===== config.mk =====
export PLATFORM = sky130hd
export DESIGN_NAME = sm_gpio_bank
export DESIGN_NICKNAME = d
export VERILOG_FILES = /design/src/rtl/sm_gpio_bank.sv
export SDC_FILE = /design/constraint.sdc
export NUM_CORES = 1
export LEC_CHECK = 0
export CORE_AREA = 2 2 330 332
export CTS_CLUSTER_SIZE = 28
export DETAILED_ROUTE_END_ITERATION = 8
export DIE_AREA = 0 0 332 334
export PLACE_DENSITY_LB_ADDON = 0.1
export REMOVE_ABC_BUFFERS = 1
export SLEW_MARGIN = 20
export SYNTH_ARGS = -nofsm -noshare
export SYNTH_HDL_FRONTEND = slang
export SYNTH_SLANG_ARGS = --single-unit
export TNS_END_PERCENT = 50

===== constraint.sdc =====
create_clock -name clk -period 5.15 [get_ports clk]
set_input_delay 0.7725 -clock clk [delete_from_list [all_inputs] [get_ports clk]]
set_output_delay 0.7725 -clock clk [all_outputs]
set_load 0.01 [all_outputs]

===== src/rtl/sm_gpio_bank.sv =====
// GPIO pad bank shared by NUM_SM state machines and a host port, with per-SM rotated input views and WAIT flags.
// Define GPIO_INPUT_SYNC_EN to pass pad inputs through a two-flop synchroniser (2 cycles extra input latency).
// Wait FSM: state | meaning
//   IDLE  | no wait pending, out_waitMet held low
//   ARMED | sampling gpioS[waitIdx] against waitPol every cycle
module sm_gpio_bank #(
    parameter int GPIO_W = 32,
    parameter int NUM_SM = 4
) (
    input  logic                        clk,
    input  logic                        reset,
    input  logic [NUM_SM-1:0]           in_smEnable,
    input  logic [NUM_SM*GPIO_W-1:0]    in_pinsWriteData,
    input  logic [NUM_SM*GPIO_W-1:0]    in_pinsWriteMask,
    input  logic [NUM_SM*GPIO_W-1:0]    in_pinDirsWriteData,
    input  logic [NUM_SM*GPIO_W-1:0]    in_pinDirsWriteMask,
    input  logic                        in_busWriteEn,
    input  logic                        in_busSelDirs,
    input  logic [GPIO_W-1:0]           in_busData,
    input  logic [GPIO_W-1:0]           in_busMask,
    input  logic [NUM_SM*$clog2(GPIO_W)-1:0] in_inBase,
    input  logic [NUM_SM-1:0]           in_waitEnable,
    input  logic [NUM_SM-1:0]           in_waitPol,
    input  logic [NUM_SM*$clog2(GPIO_W)-1:0] in_waitIdx,
    input  logic [GPIO_W-1:0]           in_GPIO,
    output logic [GPIO_W-1:0]           out_padOut,
    output logic [GPIO_W-1:0]           out_padOe,
    output logic [NUM_SM*GPIO_W-1:0]    out_inGPIOmappedData,
    output logic [NUM_SM-1:0]           out_waitMet
);

    localparam int IDX_W = $clog2(GPIO_W);

    typedef enum logic {
        ST_IDLE  = 1'b0,
        ST_ARMED = 1'b1
    } wait_st_e;

    logic [GPIO_W-1:0]   pins_q, pins_d;
    logic [GPIO_W-1:0]   dirs_q, dirs_d;
    logic [GPIO_W-1:0]   gpio_s;
    logic [2*GPIO_W-1:0] rot_tmp;
    wait_st_e            state_q [NUM_SM];
    wait_st_e            state_d [NUM_SM];
    logic [NUM_SM-1:0]   met_q, met_d;

`ifdef GPIO_INPUT_SYNC_EN
    logic [GPIO_W-1:0] sync1_q, sync2_q;

    always_ff @(posedge clk) begin
        if (reset) begin
            sync1_q <= '0;
            sync2_q <= '0;
        end else begin
            sync1_q <= in_GPIO;
            sync2_q <= sync1_q;
        end
    end

    assign gpio_s = sync2_q;
`else
    assign gpio_s = in_GPIO;
`endif

    // Host first, then SMs in ascending order so the highest enabled SM wins per bit.
    always_comb begin
        pins_d = pins_q;
        dirs_d = dirs_q;
        if (in_busWriteEn && !in_busSelDirs)
            pins_d = (pins_d & ~in_busMask) | (in_busData & in_busMask);
        if (in_busWriteEn && in_busSelDirs)
            dirs_d = (dirs_d & ~in_busMask) | (in_busData & in_busMask);
        for (int i = 0; i < NUM_SM; i++) begin
            if (in_smEnable[i]) begin
                pins_d = (pins_d & ~in_pinsWriteMask[i*GPIO_W +: GPIO_W])
                       | (in_pinsWriteData[i*GPIO_W +: GPIO_W] & in_pinsWriteMask[i*GPIO_W +: GPIO_W]);
                dirs_d = (dirs_d & ~in_pinDirsWriteMask[i*GPIO_W +: GPIO_W])
                       | (in_pinDirsWriteData[i*GPIO_W +: GPIO_W] & in_pinDirsWriteMask[i*GPIO_W +: GPIO_W]);
            end
        end
    end

    always_ff @(posedge clk) begin
        if (reset) begin
            pins_q <= '0;
            dirs_q <= '0;
        end else begin
            pins_q <= pins_d;
            dirs_q <= dirs_d;
        end
    end

    assign out_padOut = pins_q;
    assign out_padOe  = dirs_q;

    // Rotate right by IN_BASE: shifting the doubled vector keeps the wrap-around bits.
    always_comb begin
        rot_tmp              = '0;
        out_inGPIOmappedData = '0;
        for (int i = 0; i < NUM_SM; i++) begin
            rot_tmp = {gpio_s, gpio_s} >> in_inBase[i*IDX_W +: IDX_W];
            out_inGPIOmappedData[i*GPIO_W +: GPIO_W] = rot_tmp[GPIO_W-1:0];
        end
    end

    always_ff @(posedge clk) begin
        if (reset) begin
            for (int i = 0; i < NUM_SM; i++) state_q[i] <= ST_IDLE;
            met_q <= '0;
        end else begin
            for (int i = 0; i < NUM_SM; i++) state_q[i] <= state_d[i];
            met_q <= met_d;
        end
    end

    always_comb begin
        for (int i = 0; i < NUM_SM; i++) begin
            state_d[i] = state_q[i];
            case (state_q[i])
                ST_IDLE:  if (in_waitEnable[i] && in_smEnable[i]) state_d[i] = ST_ARMED;
                ST_ARMED: if (!in_waitEnable[i] || !in_smEnable[i]) state_d[i] = ST_IDLE;
                default:  state_d[i] = ST_IDLE;
            endcase
        end
    end

    // The flag is only sampled while the FSM stays armed, so disarming clears it on the next edge.
    always_comb begin
        met_d = '0;
        for (int i = 0; i < NUM_SM; i++) begin
            if (state_q[i] == ST_ARMED && state_d[i] == ST_ARMED)
                met_d[i] = (gpio_s[in_waitIdx[i*IDX_W +: IDX_W]] == in_waitPol[i]);
        end
    end

    assign out_waitMet = met_q;

endmodule


==> run summary <==
The number of buffers between clock root and the deepest sink is 2. The count of pins on the block boundary is 860. The count of pins over their slew limit came out at 0.

The smallest hold slack came out at 0.471 ns. The overall die height is 334 µm. The end-of-flow core utilization is 23.3%. The relative slew slack came out at 26.0%. The number of routed nets with antenna violations is 0. After synthesis, the mean cell area works out to 7.73 µm². The routed layout has 19000 vias. Measured along the x axis, the die boundary spans 332 µm. The number of fillers in the final layout came out at 11900. The power density normalized to cell area is 159 nW/µm². The maximum level of the CTS H-tree came out at 3. Among cell families on the critical path, the largest total delay comes from buffers and inverters. The area growth from synthesis to final layout came out at 68.4%. The slew of the pin with the lowest slew margin is 1.11 ns. The tree is rooted in a sky130_fd_sc_hd__clkbuf_16.

By area the synthesized netlist is led by sky130_fd_sc_hd__mux2i_1 (23%), sky130_fd_sc_hd__mux4_2 (16%), sky130_fd_sc_hd__dfxtp_1 (9.7%). The area enclosed by the die boundary came out at 111000 µm². In this run switching power makes up 41.0% of total power. The cell accounting for the most synthesized area is sky130_fd_sc_hd__mux2i_1. In this run, distinct cell masters in the synthesized netlist total 28. The number of cells traversed by the worst register-to-register path came out at 4. The number of hold-slack violations in the final timing report came to 0. The combinational group share of total power is 65.1%. The sequential group share of total power came out at 16.4%. The cell row count is 121.

The data required time of the worst path came out at 4.38 ns. The global routing usage summed across all routing layers is 19.5%. The worst setup skew after layout came out at 0.00372 ns. The global-route wire length before repair came out at 155000 µm. Sequential cells were found to cover 9.65% of the synthesized design area. The slowest stage of the critical path is the sky130_fd_sc_hd__clkdlybuf4s50_1 cell. The largest stage delay on the critical path came out at 1.00 ns. The final layout net count is 3313. Across the run, the number of max-cap violations was 0. The arrival time at the worst endpoint is 3.73 ns. Traced cell by cell, the critical path runs through clkdlybuf4s50_1, mux4_2, mux2_2, mux2i_1, mux2i_1, clkdlybuf4s50_1. In the finished design, the share of the clock period the worst path needs comes to 87.3%.

For this run, the leading register cell type out of synthesis is sky130_fd_sc_hd__dfxtp_1. For this run, the number of Yosys warnings is 0. The synthesized flop and latch total came out at 72. The via count of the first global-routing pass is 19100. The cell area that synthesis handed to floorplanning was 14900 µm². The time the final worst path needs with I/O delays and setup is 4.50 ns. After routing, the total negative slack on setup checks comes to 0 ns.

TritonCTS built the clock tree. The wire-length estimate of the detail-placed layout is 92900 µm. The post-CTS clock slew at the launch and capture registers of the worst setup and hold paths came out at 0.07 ns. The placer congestion estimate came out at 0.922. The share of synthesized flip-flops with an asynchronous set or reset came out at 0%.

The worst path buffer plus inverter count is 2. The path type of the worst min-delay path is register to register. The total area inside the core boundary comes to 108000 µm². The top cell type by area accounts for 22.8% of the synthesized area.

The flow ran to the end, and the final reports show no timing, DRC or antenna violations. The worst setup path is of the input pin to primary output kind. The number of buffers added to fix hold violations after cts is 0. The worst hold path depth came out at 2. STA classifies the critical path endpoint as a primary output. The clock latency of the later-clocked register in the worst-skew pair came out at 0.40 ns. The number of remaining DRC errors is 0.

STA classifies the critical path startpoint as an input pin. The number of flops mapped to enable cells by yosys came out at 0. The number of setup violations in the final report came out at 0. The final routed wire length divided by cell count came out at 27.7 µm.

The total wire length after detailed routing is 113000 µm. The initial utilization of the core area, before any placement, comes to 13.9%. The CTS sink count came out at 72. Internal power comes to 2.36 mW. The count of buffers added on input and output ports is 859. Entering global routing, the biggest net connects 51 pins. The via density per instance came out at 4.66. The peak clock frequency supported by timing came out at 0.222 GHz. The total number of cells along the worst setup path came out at 6. The global route total overflow came out at 0.

Summed over all nets, the switching power comes to 1.64 mW. In this run the worst path has a maximum fanout of 20. In this run the static leakage power is 9.92 nW.

The proportion of layout cells with a drive suffix above 1 is 10.2%. Setup repair after global routing left no endpoint under its margin. The detailed-routing iteration count for the pre-antenna-repair pass is 5. The initial antenna violation count came out at 45.

The total setup buffers inserted after CTS is 0. The number of gates resized after cts came out at 0. The violation count after the first detailed-routing iteration is 1259. Counting the buffers created by CTS gives 9. The number of instances in the synthesized netlist came out at 1931. The peak supply drop came out at 0.168 mV. Per report_power, the clock group accounts for 18.5% of the total.
metrics by stage:
stage | setup WS, ns | area (µm²) | instances | power [mW]
2_1_floorplan | 2.45 | 13900 | 1706 | 1.62
3_3_place_gp | 0.686 | 24800 | 4052 | 3.29
3_5_place_dp | 0.659 | 24800 | 4052 | 3.29
4_1_cts | 0.651 | 25100 | 4068 | 4.09
5_1_grt | 0.550 | 25100 | 4075 | 4.25
6_report | 0.652 | 25100 | 4079 | 4.00
routing by layer:
| layer | up-vias | share of wire [%] | global-route usage [%] |
|---|---|---|---|
| met5 | - | 0.14 | 0 |
| met4 | 24 | 1.4 | 3.28 |
| met3 | 107 | 6.4 | 4.17 |
| met2 | 794 | 52 | 36.4 |
| met1 | 9417 | 40 | 22.9 |
| li1 | 8668 | - | - |
worst register-to-register path, stage by stage, from the launching register on:
cell	delay, ns
sky130_fd_sc_hd__dfxtp_1	0.35
sky130_fd_sc_hd__mux2i_1	0.46
sky130_fd_sc_hd__a221oi_1	0.17
sky130_fd_sc_hd__o221ai_1	0.29
sky130_fd_sc_hd__a21oi_1	0.16
state kept, by name, summed over array words and instances (netlist names):
register and count:
out_padOe 32, out_padOut 32, out_waitMet 4, state_q 4
layout by cell type (no fill, tap or decap), types with 36 or more instances in the layout:
master                            count
sky130_fd_sc_hd__nand3_1            180
sky130_fd_sc_hd__nor2_1             114
sky130_fd_sc_hd__buf_4               76
sky130_fd_sc_hd__nand3b_1            36
sky130_fd_sc_hd__clkdlybuf4s50_1    843
sky130_fd_sc_hd__mux2i_1            340
sky130_fd_sc_hd__o21ai_1             53
sky130_fd_sc_hd__mux2_2              64
sky130_fd_sc_hd__o21ai_0             86
sky130_fd_sc_hd__dfxtp_1             72
sky130_fd_sc_hd__nand2_1            380
sky130_fd_sc_hd__a21oi_1            119
sky130_fd_sc_hd__mux4_2             103
sky130_fd_sc_hd__a311oi_1            43
kinds of logic after synthesis:
kind of cell	after synthesis	share of synthesized area, %
AO/OA/AOI/OAI	363	14.6
buffers and inverters	229	6.83
flip-flops	72	9.65
multiplexers	532	47.6
AND/OR/NAND/NOR	735	21.3
final cells by class:
type / count / area (µm²) / area share (%)
Timing Repair Buffer: 932 / 9120 / 36.3
Antenna cell: 11 / 27.5 / 0.109
Tap cell: 1414 / 1770 / 7.04
Multi-Input combinational cell: 1630 / 12500 / 49.6
Clock inverter: 5 / 56.3 / 0.224
Clock buffer: 11 / 243 / 0.965
Inverter: 4 / 15.0 / 0.0597
Sequential cell: 72 / 1440 / 5.73
synth_stat cells (4+ instances only):
library cell and number:
sky130_fd_sc_hd__nand4_1 4, sky130_fd_sc_hd__nor2_1 114, sky130_fd_sc_hd__a21oi_1 119, sky130_fd_sc_hd__and2_1 4, sky130_fd_sc_hd__o21ai_0 86, sky130_fd_sc_hd__o21ai_1 53, sky130_fd_sc_hd__o221ai_1 21, sky130_fd_sc_hd__mux4_2 103
sky130_fd_sc_hd__nor2b_1 8, sky130_fd_sc_hd__nand2b_1 8, sky130_fd_sc_hd__dfxtp_1 72, sky130_fd_sc_hd__a221oi_1 21, sky130_fd_sc_hd__nand3_1 180, sky130_fd_sc_hd__a22oi_1 16, sky130_fd_sc_hd__clkbuf_1 158, sky130_fd_sc_hd__clkinv_1 4
sky130_fd_sc_hd__buf_12 4, sky130_fd_sc_hd__nand3b_1 36, sky130_fd_sc_hd__a311oi_1 43, sky130_fd_sc_hd__nand2_1 380, sky130_fd_sc_hd__a211oi_1 4, sky130_fd_sc_hd__buf_1 27, sky130_fd_sc_hd__mux4_1 25, sky130_fd_sc_hd__buf_2 28
sky130_fd_sc_hd__mux2_2 64, sky130_fd_sc_hd__mux2i_1 340, sky130_fd_sc_hd__buf_6 8
worst paths after layout:
| kind | slack, ns | from | endpoint |
|---|---|---|---|
| worst max-delay path | 0.65 | in_GPIO[16] | out_inGPIOmappedData[22] |
| worst min-delay path | 0.47 | state_q[3] | out_waitMet[3] |
| worst max register to register | 3.56 | out_padOe[14] | out_padOe[14] |
| worst min register to register | 0.47 | state_q[3] | out_waitMet[3] |
power by group through the flow:
stage / combinational, mW / clock (mW) / sequential, mW
floorplan: 0.955 / 0 / 0.662
global placement: 2.62 / 0 / 0.671
detailed placement: 2.62 / 0 / 0.671
CTS: 2.63 / 0.800 / 0.658
global route: 2.79 / 0.798 / 0.662
finish: 2.60 / 0.740 / 0.656
Power figures use the tool's default switching activity.
